===== src/rtl/bf_pkg.sv =====
// Shared definitions for the BrainF core: opcode encoding, FSM states and default widths.
package bf_pkg;

  localparam int ADDR_W_DEF  = 16;
  localparam int DATA_W_DEF  = 8;
  localparam int DEPTH_W_DEF = 16;

  localparam logic [3:0] OP_HALT  = 4'd0;
  localparam logic [3:0] OP_INC   = 4'd1;
  localparam logic [3:0] OP_DEC   = 4'd2;
  localparam logic [3:0] OP_RIGHT = 4'd3;
  localparam logic [3:0] OP_LEFT  = 4'd4;
  localparam logic [3:0] OP_JZ    = 4'd5;
  localparam logic [3:0] OP_JNZ   = 4'd6;
  localparam logic [3:0] OP_OUT   = 4'd7;
  localparam logic [3:0] OP_IN    = 4'd8;

  typedef enum logic [2:0] {
    ST_LOAD  = 3'd0,
    ST_EXEC  = 3'd1,
    ST_SCANF = 3'd2,
    ST_SCANB = 3'd3,
    ST_OUTW  = 3'd4,
    ST_INW   = 3'd5,
    ST_HALT  = 3'd6
  } state_t;

endpackage


===== src/rtl/bf_core.sv =====
// BrainF processor core: drives program/data addresses into a registered-read memory
// and moves '.'/',' bytes over valid/ready streams.
module bf_core import bf_pkg::*; #(
  parameter int ADDR_W  = ADDR_W_DEF,
  parameter int DATA_W  = DATA_W_DEF,
  parameter int DEPTH_W = DEPTH_W_DEF
) (
  input  logic              clk,
  input  logic              reset_n,
  output logic [ADDR_W-1:0] pc,
  input  logic [3:0]        prg,
  output logic [ADDR_W-1:0] cursor,
  input  logic [DATA_W-1:0] mem,
  output logic [DATA_W-1:0] out,
  output logic              we,
  output logic [DATA_W-1:0] dout_data,
  output logic              dout_valid,
  input  logic              dout_ready,
  input  logic [DATA_W-1:0] din_data,
  input  logic              din_valid,
  output logic              din_ready,
  output logic              halted,
  output logic              error
);

  localparam logic [DEPTH_W-1:0] DEPTH_ONE = DEPTH_W'(1);
  localparam logic [ADDR_W-1:0]  ADDR_ONE  = ADDR_W'(1);
  localparam logic [DATA_W-1:0]  DATA_ONE  = DATA_W'(1);

  // Returns {overflow, next_depth}; depth sticks at all-ones on overflow.
  function automatic logic [DEPTH_W:0] depth_inc(input logic [DEPTH_W-1:0] d);
    if (&d) return {1'b1, d};
    else    return {1'b0, d + DEPTH_ONE};
  endfunction

  state_t              state;
  logic [DEPTH_W-1:0]  depth;
  logic                scan_chk;
  logic                err_q;
  logic [DEPTH_W:0]    depth_up;

  assign depth_up   = depth_inc(depth);
  assign dout_valid = (state == ST_OUTW);
  assign dout_data  = mem;
  assign din_ready  = (state == ST_INW);
  assign halted     = (state == ST_HALT);
  assign error      = err_q;

  always_comb begin
    we  = 1'b0;
    out = '0;
    if (state == ST_EXEC && prg == OP_INC) begin
      we  = 1'b1;
      out = mem + DATA_ONE;
    end else if (state == ST_EXEC && prg == OP_DEC) begin
      we  = 1'b1;
      out = mem - DATA_ONE;
    end else if (state == ST_INW && din_valid) begin
      we  = 1'b1;
      out = din_data;
    end
  end

  always_ff @(posedge clk or negedge reset_n) begin
    if (!reset_n) begin
      state    <= ST_LOAD;
      pc       <= '0;
      cursor   <= '0;
      depth    <= '0;
      scan_chk <= 1'b0;
      err_q    <= 1'b0;
    end else begin
      case (state)
        ST_LOAD: state <= ST_EXEC;

        ST_EXEC: begin
          case (prg)
            OP_HALT:  state <= ST_HALT;
            OP_RIGHT: begin cursor <= cursor + ADDR_ONE; pc <= pc + ADDR_ONE; state <= ST_LOAD; end
            OP_LEFT:  begin cursor <= cursor - ADDR_ONE; pc <= pc + ADDR_ONE; state <= ST_LOAD; end
            OP_JZ: begin
              pc <= pc + ADDR_ONE;
              if (mem != '0) state <= ST_LOAD;
              else begin
                depth <= DEPTH_ONE;
                state <= ST_SCANF;
              end
            end
            OP_JNZ: begin
              if (mem == '0) begin
                pc    <= pc + ADDR_ONE;
                state <= ST_LOAD;
              end else if (pc == '0) begin
                // nothing can precede address 0, so this ']' has no partner
                err_q <= 1'b1;
                state <= ST_HALT;
              end else begin
                depth <= DEPTH_ONE;
                pc    <= pc - ADDR_ONE;
                state <= ST_SCANB;
              end
            end
            OP_OUT:  state <= ST_OUTW;
            OP_IN:   state <= ST_INW;
            default: begin pc <= pc + ADDR_ONE; state <= ST_LOAD; end
          endcase
        end

        // prg lags pc by one edge, so each scan position needs a wait cycle before its check
        ST_SCANF: begin
          if (!scan_chk) scan_chk <= 1'b1;
          else begin
            scan_chk <= 1'b0;
            case (prg)
              OP_HALT: begin err_q <= 1'b1; state <= ST_HALT; end
              OP_JZ: begin
                depth <= depth_up[DEPTH_W-1:0];
                if (depth_up[DEPTH_W]) begin err_q <= 1'b1; state <= ST_HALT; end
                else pc <= pc + ADDR_ONE;
              end
              OP_JNZ: begin
                depth <= depth - DEPTH_ONE;
                pc    <= pc + ADDR_ONE;
                if (depth == DEPTH_ONE) state <= ST_LOAD;
              end
              default: pc <= pc + ADDR_ONE;
            endcase
          end
        end

        ST_SCANB: begin
          if (!scan_chk) scan_chk <= 1'b1;
          else begin
            scan_chk <= 1'b0;
            if (prg == OP_JZ && depth == DEPTH_ONE) begin
              depth <= '0;
              pc    <= pc + ADDR_ONE;
              state <= ST_LOAD;
            end else if (prg == OP_JNZ && depth_up[DEPTH_W]) begin
              depth <= depth_up[DEPTH_W-1:0];
              err_q <= 1'b1;
              state <= ST_HALT;
            end else if (pc == '0) begin
              err_q <= 1'b1;
              state <= ST_HALT;
            end else begin
              if (prg == OP_JNZ)     depth <= depth_up[DEPTH_W-1:0];
              else if (prg == OP_JZ) depth <= depth - DEPTH_ONE;
              pc <= pc - ADDR_ONE;
            end
          end
        end

        ST_OUTW: if (dout_ready) begin pc <= pc + ADDR_ONE; state <= ST_LOAD; end
        ST_INW:  if (din_valid)  begin pc <= pc + ADDR_ONE; state <= ST_LOAD; end
        ST_HALT: state <= ST_HALT;
        default: state <= ST_HALT;
      endcase
    end
  end

endmodule

===== config.mk =====
export PLATFORM = sky130hd
export DESIGN_NAME = bf_core
export DESIGN_NICKNAME = d
export VERILOG_FILES = /design/src/rtl/bf_pkg.sv /design/src/rtl/bf_core.sv
export SDC_FILE = /design/constraint.sdc
export NUM_CORES = 1
export LEC_CHECK = 0
export BUFFER_PORTS_ARGS = -buffer_cell sky130_fd_sc_hd__buf_2
export CAP_MARGIN = 0
export CORE_ASPECT_RATIO = 2
export CORE_MARGIN = 2
export CORE_UTILIZATION = 49
export CTS_CLUSTER_DIAMETER = 120
export DETAILED_ROUTE_END_ITERATION = 10
export PLACE_DENSITY = 0.71
export SYNTH_ARGS = -nofsm -noshare
export SYNTH_HDL_FRONTEND = slang
export SYNTH_SLANG_ARGS = --single-unit

===== constraint.sdc =====
create_clock -name clk -period 4.8 [get_ports clk]
set_input_delay 1.2 -clock clk [delete_from_list [all_inputs] [get_ports clk]]
set_output_delay 1.2 -clock clk [all_outputs]
set_load 0.1 [all_outputs]

== Word level (Yosys, flattened, before mapping) ==
Index checks and enable logic that the tools add are counted.
Storage, ports and cells
  register bits: 53
  bits of input ports: 24
  output and inout port bits: 53
  word-level logic and storage cells: 132
Operators by class
  add/subtract/negate cells: 8
  equal/unequal tests: 38
  multiplexer cells: 59
  reduce and logical (&&, ||, !) cells: 21
Operators by type and width (count)
  two-way mux 16 bit: 19
  one-hot mux 16 bit (2 select lines): 5
  one-hot mux 16 bit (5 select lines): 1
  adder 16 x 1 -> 16 bit, second input constant: 3
  one-hot mux 16 bit (3 select lines): 1
  subtractor 16 x 1 -> 16 bit, second input constant: 3
  two-way mux 3 bit: 11
  two-way mux 8 bit: 3
  inequality test 3 bit, second input constant: 8
  one-hot mux 3 bit (6 select lines): 1
  two-way mux 17 bit: 1
  == test 16 x 1 -> 1 bit, second input constant: 1
  == test 4 x 3 -> 1 bit, second input constant: 4
  logical NOT 16 bit: 1
  AND reduction 16 bit: 1
  AND reduction 8 bit: 2
  one-hot mux 3 bit (5 select lines): 1
  inequality test 2 bit, second input constant: 7
  two-way mux 1 bit: 12
  AND reduction 10 bit: 1
  == test 3 bit, second input constant: 3
  one-hot mux 3 bit (3 select lines): 1
  AND reduction 9 bit: 1
  adder 8 x 1 -> 8 bit, second input constant: 1
  26 further kinds: 34

== Longest topological paths before layout ==
Gate-level depths: netlist of the first run.
  depth in word-level cells: 8
  depth in mapped cells: 11
  depth with buffers taken out: 10

== Least setup slack after synthesis of the first run ==
Ideal clock, no wire load.
  path kind: input to output
  start: in prg[3]
  end: out out[0]
  arrival: 4.255 ns
  data required time: 3.600 ns
  setup slack: -0.655 ns
  stages on the path: 5
  buffers on the path: 1
  cells stage by stage: nor3_1 and2_1 clkbuf_1 nor2_1 o21ai_0
On the way
  longest elaborated chain between the ends: 4
  elaborated cells on any way between the ends: 6
  those cells by class: eq/ne (2); mux (2); reduce/logical (2)
RTL lines
  start, declared: RTL line bf_core.sv:11  | input logic [3:0] prg,
  == test 4 x 2 -> 1 bit: RTL line bf_core.sv:55  | end else if (state == ST_EXEC && prg == OP_DEC) begin
  logical AND 1 bit: RTL line bf_core.sv:55
  two-way mux 8 bit: RTL line bf_core.sv:55
  two-way mux 8 bit (*): RTL line bf_core.sv:52  | if (state == ST_EXEC && prg == OP_INC) begin
  end, declared: RTL line bf_core.sv:14  | output logic [DATA_W-1:0] out,
Every way passes the cells marked *; elsewhere a longest branch is shown, timed or not.

== Worst setup path in the final report of the first run ==
  start: in prg[3]
  end: out out[6]
The elaborated chain is that of the path after synthesis.

==> results.toml, run 1 <==
[placement]
place_ws_ns = 0.550
gp_congestion = 0.906
io_buffers = 76
hpwl_um = 9950

[detailed_routing]
viasPerCell = 6.28
routed_wl_um = 13300
drc = 0
antenna_left = 0
drt-initial-drc-count = 221
wl_per_cell_um = 17.0
vias = 4902
drtPass1Iterations = 5

[setup_path]
worstPathRequired_ns = 3.60
cp_top_family = "simple AND/OR/NAND/NOR gates"
r2r_slack_ns = 1.79
max_stage_delay_ns = 0.54
crit_chain = "buf_2 > nor3_1 > and2_1 > a221o_1 > a22o_1 > buf_2"
end_kind = "output port"
r2r_cells = 7
crit_path_max_fanout = 11
r2r-start = "depth[0]"
cp_slowest_cell = "nor3_1"
cp.arrival_ns = 3.11
path_buf_inv = 2
crit_type = "primary input to output port"
reg2reg_to = "pc[13]"
cp-start-kind = "primary input"
cpMostUsedCell = "buf_2"

[synthesis]
synth-seq-cells = 53
synth_top_area_share_pct = 27.1
synthCells = 605
yosys-top-cells-area = "dfrtp_1 27%, ha_1 5.4%, xnor2_1 5.4%, o21ai_0 5.2%, nand2_1 3.9%"
yosys_warnings = 0
netlist_area_sq_mm = 0.00490
synth_top_area_cell = "dfrtp_1"
avgSynthCellArea_sq_um = 8.10
syn-num-nets = 651
synth-async-reset-ratio_pct = 100
synth_enable_flop_cells = 0
ys_types = 78
ys.flop_type = "dfrtp_1"
ys_seq_area_share_pct = 27.1

[sta]
drv_slew = 0
rsz0062_at_grt = "false"
hold_viol = 0
finClkSkew_ns = 0.00597
fin_ws_ns = 0.493
min_period_ns = 4.31
fmax_mhz = 232
max_slew_margin_pct = 43.9
fin_crit_sh_pct = 89.7
finalSetupViolCount = 0
tightest_slew_ns = 0.839
setup_tns_ns = 0

[final_layout]
syn_to_final_growth_pct = 10.2
diodes = 0
drive_gt1_share_pct = 18.4
nets = 694
fillers = 934

[cts]
ctsResizeCount = 0
cts-buffers-inserted = 5
cts_sinks = 53
cts_buffer_depth = 2
cts_tree = "done"
cts_setup_buffers = 0
clk_pin_slew_ns = 0.07
insertion_delay_ns = 0.30
cts_root_buf = "clkbuf_16"
htreeDepth = 2
hold_buffers = 0

[global_routing]
grt_max_degree = 29
antenna_found_initial = 0
grt_pass1_vias = 4811
grt_usage_pct = 24.4
gr-total-overflow = 0
grt_pass1_wl_um = 21400

[floorplan]
initial_core_util_pct = 50.2
fp.dieW_um = 74.7
coreArea_sq_mm = 0.00976
dieArea_sq_mm = 0.0109
io_pins = 77
die_h_um = 145
num_rows = 51

[hold_path]
hp-class = "flip-flop to flip-flop"
min_path_cells = 1
min_to = "cursor[15]"
hp-start = "cursor[15]"

[outcome]
outcome = "finished, final reports clean"

[pwr]
powerDensity_mw_per_mm2 = 463
peakVddDrop_mv = 0.745
p_leak_nw = 2.30

[flow_run]
drv_cap = 0
## worst register-to-register path: cells and delay by family, from the launching register on
kind                     cells  cell delay (ns)
adder cells (fa/ha/maj)      1             0.32
XOR/XNOR                     1             0.19
flip-flops                   1             0.47
AND/OR/NAND/NOR              2             0.60
AO/OA/AOI/OAI                3             1.33
## cell type report
class	instances	area, sq um	share of cell area [%]
inverter	14	52.6	0.973
multi-input combinational	494	3280	60.8
sequential	53	1330	24.6
clock buffer	5	125	2.32
tap	132	165	3.06
timing repair buffer	80	410	7.60
clock inverter	2	38.8	0.718
## worst max path at each step
stage                     slack (ns)     end  startpoint  depth (start not counted)
after detailed placement        0.55  out[6]      prg[3]                          6
after floorplan               -0.002  out[3]      prg[3]                          5
after CTS                       0.54  out[6]      prg[3]                          6
final                           0.49  out[6]      prg[3]                          6
after global routing            0.41  out[2]      prg[3]                          6
after global placement          0.62  out[6]      prg[3]                          6
## metrics by stage
stage	std cells	power [mW]	hold slack, ns	cell area, sq um	utilization [%]
after CTS	780	2.50	0.477	5400	55.3
after global placement	773	2.04	0.440	5240	53.6
after floorplan	605	1.84	0.488	4900	-
final	780	2.50	0.474	5400	55.3
after global routing	780	2.62	0.498	5400	55.3
after detailed placement	773	2.06	0.468	5240	53.6
## synthesized netlist by cell type (5+ instances only)
| master | count |
|---|---|
| a22oi_1 | 7 |
| nand2b_1 | 7 |
| and3_1 | 19 |
| xor2_1 | 9 |
| o31ai_1 | 17 |
| inv_1 | 14 |
| a211oi_1 | 6 |
| a21oi_1 | 36 |
| nand3b_1 | 5 |
| o21a_1 | 7 |
| nor2_1 | 50 |
| xnor2_1 | 30 |
| dfrtp_1 | 53 |
| ha_1 | 21 |
| a31oi_1 | 5 |
| o21ai_1 | 6 |
| and2_1 | 7 |
| and4_1 | 5 |
| or2_2 | 6 |
| or3_1 | 5 |
| o21ai_0 | 51 |
| nand4_1 | 9 |
| o21ai_2 | 6 |
| clkbuf_1 | 17 |
| buf_4 | 11 |
| nor4_1 | 10 |
| nand3_1 | 15 |
| buf_2 | 8 |
| nand2_1 | 51 |
| nor3_1 | 24 |
## cell families after synthesis
group / count (synthesis) / share of synthesized area, %
xor gates and xnor gates: 39 / 6.97
and+or+nand+nor: 237 / 26.4
AOI/OAI and AO/OA: 193 / 27.0
adders and majority gates: 22 / 5.77
DFF: 53 / 27.1
muxes: 3 / 0.664
buffers and inverters: 58 / 6.13
## routing by layer
layer | vias to the layer above | part of all wire, % | track usage (%) | routed length [um]
li1 | 2317 | - | - | -
met1 | 2370 | 36 | 23.8 | 4710
met2 | 169 | 57 | 46.6 | 7530
met3 | 46 | 3.8 | 2.70 | 499
met4 | 0 | 4.0 | 13.0 | 530
met5 | - | 0 | 0 | 0
## state kept, by name (all words and copies together) (netlist names)
name and cells:
cursor 16, depth 16, pc 16, state 3, error 1, scan_chk 1
## power breakdown
part           switching [mW]  internal (mW)
Combinational           0.949          0.332
Clock                   0.180          0.246
Sequential              0.230          0.564
## layout by cell type (no fill, tap or decap), types with 8 or more instances in the layout
master   count
ha_1        21
o31ai_1     17
inv_1       14
nor4_1      10
o21ai_1      8
nand2_1     51
xnor2_1     30
and3_1      19
dfrtp_1     53
a21oi_1     36
xor2_1       9
o21ai_0     49
buf_2       76
nor3_1      23
nor2_1      50
nand4_1      9
nand3_1     15
Note: power is estimated with default switching activity, not from simulation.
==> run 2, diff against run 1 <==
--- a/config.mk
+++ b/config.mk
@@ -12,6 +12,7 @@
 export CORE_UTILIZATION = 49
 export CTS_CLUSTER_DIAMETER = 120
 export DETAILED_ROUTE_END_ITERATION = 10
+export MAX_ROUTING_LAYER = met4
 export PLACE_DENSITY = 0.71
 export SYNTH_ARGS = -nofsm -noshare
 export SYNTH_HDL_FRONTEND = slang
==> run 2 against run 1 <==
Net effect:
- via count fell by 0.57%
- power is essentially flat
- first-iteration DRC count up 19%
- critical endpoint unchanged
- highest routed layer unchanged
==> results.toml, run 2 (synthesis gave the netlist of run 1 again) <==
[outcome]
outcome = "finished, final reports clean"

[setup_path]
cp_slowest_cell = "nor3_1"
crit_chain = "buf_2 > nor3_1 > and2_1 > a221o_1 > a22o_1 > buf_2"
path_buf_inv = 2
cp-start-kind = "primary input"
cp.arrival_ns = 3.10
crit_type = "primary input to output port"
end_kind = "output port"
cp_top_family = "simple AND/OR/NAND/NOR gates"
crit_path_max_fanout = 11
worstPathRequired_ns = 3.60
cpMostUsedCell = "buf_2"
max_stage_delay_ns = 0.52

[floorplan]
dieArea_sq_mm = 0.0109
fp.dieW_um = 74.7
num_rows = 51
die_h_um = 145
io_pins = 77
initial_core_util_pct = 50.2
coreArea_sq_mm = 0.00976

[cts]
htreeDepth = 2
cts-buffers-inserted = 5
ctsResizeCount = 0
cts_root_buf = "clkbuf_16"
insertion_delay_ns = 0.30
cts_setup_buffers = 0
cts_sinks = 53
cts_tree = "done"
cts_buffer_depth = 2
hold_buffers = 0
clk_pin_slew_ns = 0.07

[sta]
fmax_mhz = 233
max_slew_margin_pct = 42.5
tightest_slew_ns = 0.859
drv_slew = 0
finalSetupViolCount = 0
finClkSkew_ns = 0.00607
min_period_ns = 4.30
fin_ws_ns = 0.504
hold_viol = 0
rsz0062_at_grt = "false"
fin_crit_sh_pct = 89.5

[final_layout]
largestRegisters = "cursor: 16 flops, depth: 16 flops, pc: 16 flops"
multi_input_area_sq_mm = 0.00328
layout_commonest_cell = "buf_2"
diodes = 0
fin_area_sq_mm = 0.00540
ff_latch_area_sq_mm = 0.00133
fillers = 934
syn_to_final_growth_pct = 10.2
final_cell_mix = "76 x buf_2, 53 x dfrtp_1, 51 x nand2_1"
drive_gt1_share_pct = 18.4
nets = 694

[global_routing]
antenna_found_initial = 0
grt_max_degree = 29
grt_pass1_wl_um = 21400
grt_pass1_vias = 4807
grt_usage_pct = 25.1
gr-total-overflow = 0

[placement]
io_buffers = 76
place_ws_ns = 0.550
gp_congestion = 0.921
placed_cell_area_sq_mm = 0.00524
hpwl_um = 9950

[detailed_routing]
drc = 0
wl_per_cell_um = 16.9
vias = 4874
routed_wl_um = 13200
drtPass1Iterations = 5
viasPerCell = 6.25
antenna_left = 0
drt-initial-drc-count = 264

[pwr]
powerDensity_mw_per_mm2 = 463
p_leak_nw = 2.30
peakVddDrop_mv = 0.745

[hold_path]
hp-class = "flip-flop to flip-flop"

[flow_run]
drv_cap = 0
## run 2: cell counts in the layout (fill, tap and decap cells not counted)
Identical to the previous run, type by type.
## run 2: area by class of cell
| cell class | instances | share of cell area [%] |
|---|---|---|
| clock inverter | 2 | 0.718 |
| timing repair buffer | 80 | 7.60 |
| sequential | 53 | 24.6 |
| inverter | 14 | 0.973 |
| clock buffer | 5 | 2.32 |
| tap | 132 | 3.06 |
| multi-input combinational | 494 | 60.8 |
## run 2: layer usage
| metal | wire length (um) | vias up | track usage [%] |
|---|---|---|---|
| met3 | 439 | 49 | 2.77 |
| met1 | 4740 | 2364 | 23.9 |
| met2 | 7460 | 142 | 46.5 |
| met5 | 0 | - | - |
| met4 | 537 | 0 | 13.0 |
| li1 | - | 2319 | - |
## run 2: worst reg2reg max path, stage by stage (launching register included)
cell       delay [ns]
dfrtp_1          0.47
ha_1             0.32
nand3_1          0.28
or2_2            0.30
o2111ai_1        0.23
a211oi_4         0.81
o21ai_0          0.30
xnor2_1          0.19
## run 2: final timing paths
check | startpoint | to | slack [ns] | cells after the start
worst max-delay path | prg[3] | out[6] | 0.50 | 6
worst min-delay path | cursor[15] | cursor[15] | 0.47 | 1
worst max register to register | depth[0] | pc[13] | 1.78 | 7
worst min register to register | cursor[15] | cursor[15] | 0.47 | 1
max in group asynchronous | reset_n | depth[15] | 3.05 | 2
min in group asynchronous | reset_n | scan_chk | 0.94 | 1
## run 2: per-stage QoR
step / hold slack, ns / cells / utilization (%) / setup TNS (ns) / total power [mW]
detailed placement: 0.468 / 773 / 53.6 / 0 / 2.06
floorplan: 0.488 / 605 / - / -0.00449 / 1.84
finish: 0.474 / 780 / 55.3 / 0 / 2.50
CTS: 0.477 / 780 / 55.3 / 0 / 2.50
global route: 0.498 / 780 / 55.3 / 0 / 2.63
global placement: 0.440 / 773 / 53.6 / 0 / 2.04
## run 2: power by group
part           total (mW)  internal [mW]  switching, mW
logic                1.28          0.332          0.947
registers           0.793          0.564          0.229
clock network       0.427          0.246          0.181
==> run 3, diff against run 2 <==
--- a/config.mk
+++ b/config.mk
@@ -7,7 +7,7 @@
 export LEC_CHECK = 0
 export BUFFER_PORTS_ARGS = -buffer_cell sky130_fd_sc_hd__buf_2
 export CAP_MARGIN = 0
-export CORE_ASPECT_RATIO = 2
+export CORE_ASPECT_RATIO = 1.25
 export CORE_MARGIN = 2
 export CORE_UTILIZATION = 49
 export CTS_CLUSTER_DIAMETER = 120
==> run 3 against run 2 <==
Net effect:
- via count shrank 2.3%
- non-clock buffer count is the same
- fmax grew 0.63%
- critical path depth is the same
- cell count shrank 0.64%
- power shrank 1.5%
- clock power shrank 7.3%
- sequential cell count is the same
- worst hold slack lost 0.014 ns
- first-iteration DRC count shrank 6.8%
- largest cell class unchanged
==> results.toml, run 3 (synthesis gave the netlist of run 1 again) <==
[floorplan]
die_h_um = 116
num_rows = 40
coreArea_sq_mm = 0.00966
initial_core_util_pct = 50.7
fp.dieW_um = 93.4
io_pins = 77
dieArea_sq_mm = 0.0108

[final_layout]
final_cell_mix = "76 x buf_2, 53 x dfrtp_1, 51 x nand2_1"
fin_area_sq_mm = 0.00538
largestRegisters = "cursor: 16 flops, depth: 16 flops, pc: 16 flops"
diodes = 0
final_cells = 775
nets = 694
drive_gt1_share_pct = 18.5
syn_to_final_growth_pct = 9.88
layout_commonest_cell = "buf_2"

[global_routing]
gr-total-overflow = 0
grt_max_degree = 35
antenna_found_initial = 0
grt_pass1_vias = 4420
grt_usage_pct = 24.7
grt_pass1_wl_um = 21200

[setup_path]
cp-start-kind = "primary input"
r2r_cells = 7
max_stage_delay_ns = 0.49
crit_chain = "buf_2 > nor3_1 > and2_1 > a221o_1 > a22o_1 > buf_2"
cp.arrival_ns = 3.07
worstPathRequired_ns = 3.60
cp_slowest_cell = "nor3_1"
cpMostUsedCell = "buf_2"
crit_type = "primary input to output port"
crit_path_max_fanout = 11
end_kind = "output port"

[sta]
fin_crit_sh_pct = 88.9
finClkSkew_ns = 0.00989
min_period_ns = 4.27
finalSetupViolCount = 0
max_slew_margin_pct = 40.9
hold_viol = 0
setup_tns_ns = 0
fin_hold_ws_ns = 0.459
tightest_slew_ns = 0.883
fmax_mhz = 234
drv_slew = 0
rsz0062_at_grt = "false"

[pwr]
peakVddDrop_mv = 0.596
fin_total_pwr_mw = 2.46
powerDensity_mw_per_mm2 = 457
p_leak_nw = 2.30

[cts]
clk_pin_slew_ns = 0.08
cts-buffers-inserted = 5
cts_sinks = 53
cts_root_buf = "clkbuf_16"
cts_tree = "done"
htreeDepth = 2
cts_setup_buffers = 0
ctsResizeCount = 0
hold_buffers = 0
insertion_delay_ns = 0.31
cts_buffer_depth = 2

[placement]
gp_congestion = 0.906
hpwl_um = 9320
io_buffers = 76
placed_cell_area_sq_mm = 0.00523
dpl.cell_count = 767

[detailed_routing]
drc = 0
viasPerCell = 6.15
drt-initial-drc-count = 246
vias = 4763
wl_per_cell_um = 16.6
antenna_left = 0
drtPass1Iterations = 5
routed_wl_um = 12900

[hold_path]
min_path_cells = 1
hp-class = "flip-flop to flip-flop"

[outcome]
outcome = "finished, final reports clean"

[flow_run]
drv_cap = 0
==> run 3: cell types whose count changed in the layout (fill, tap and decap cells not counted) <==
cell	previous run	this run
clkinv_4	0	1
bufinv_16	1	0
inv_8	0	1
==> run 3: report_power, final <==
| group | switching (mW) | total, mW | internal (mW) |
|---|---|---|---|
| Combinational | 0.944 | 1.27 | 0.331 |
| Sequential | 0.226 | 0.790 | 0.564 |
| Clock | 0.195 | 0.396 | 0.201 |
==> run 3: per-layer routing <==
layer	track usage [%]	up-vias	share of wire, %
li1	-	2329	-
met1	29.7	2271	42
met2	42.6	144	52
met3	3.45	19	4.2
met4	7.94	0	1.8
met5	-	-	0
==> run 3: worst max-delay path, delay by kind of cell <==
kind,cells,cell delay [ns]
and+or+nand+nor,2,0.95
buffers and inverters,2,0.56
AOI/OAI and AO/OA,2,0.34
==> run 3: final timing paths <==
check                          from    endpoint  slack [ns]
setup reg to reg           depth[0]      pc[13]        1.76
hold / removal                error       error        0.46
max in group asynchronous   reset_n   depth[14]        3.02
min in group asynchronous   reset_n  cursor[12]        0.98
setup / recovery             prg[3]      out[6]        0.53
hold reg to reg               error       error        0.46
==> run 3: cell type report <==
| class | count | area, sq um |
|---|---|---|
| Inverter | 14 | 52.6 |
| Clock inverter | 3 | 28.8 |
| Fill cell | 909 | 4280 |
| Tap cell | 126 | 158 |
| Multi-Input combinational cell | 494 | 3280 |
| Sequential cell | 53 | 1330 |
| Clock buffer | 5 | 125 |
| Timing Repair Buffer | 80 | 410 |
==> run 3: metrics by stage <==
step           util, %  worst slack [ns]
4_1_cts           55.7             0.533
5_1_grt           55.7             0.403
3_3_place_gp      54.1             0.621
2_1_floorplan        -          -0.00225
6_report          55.7             0.531
3_5_place_dp      54.1             0.530
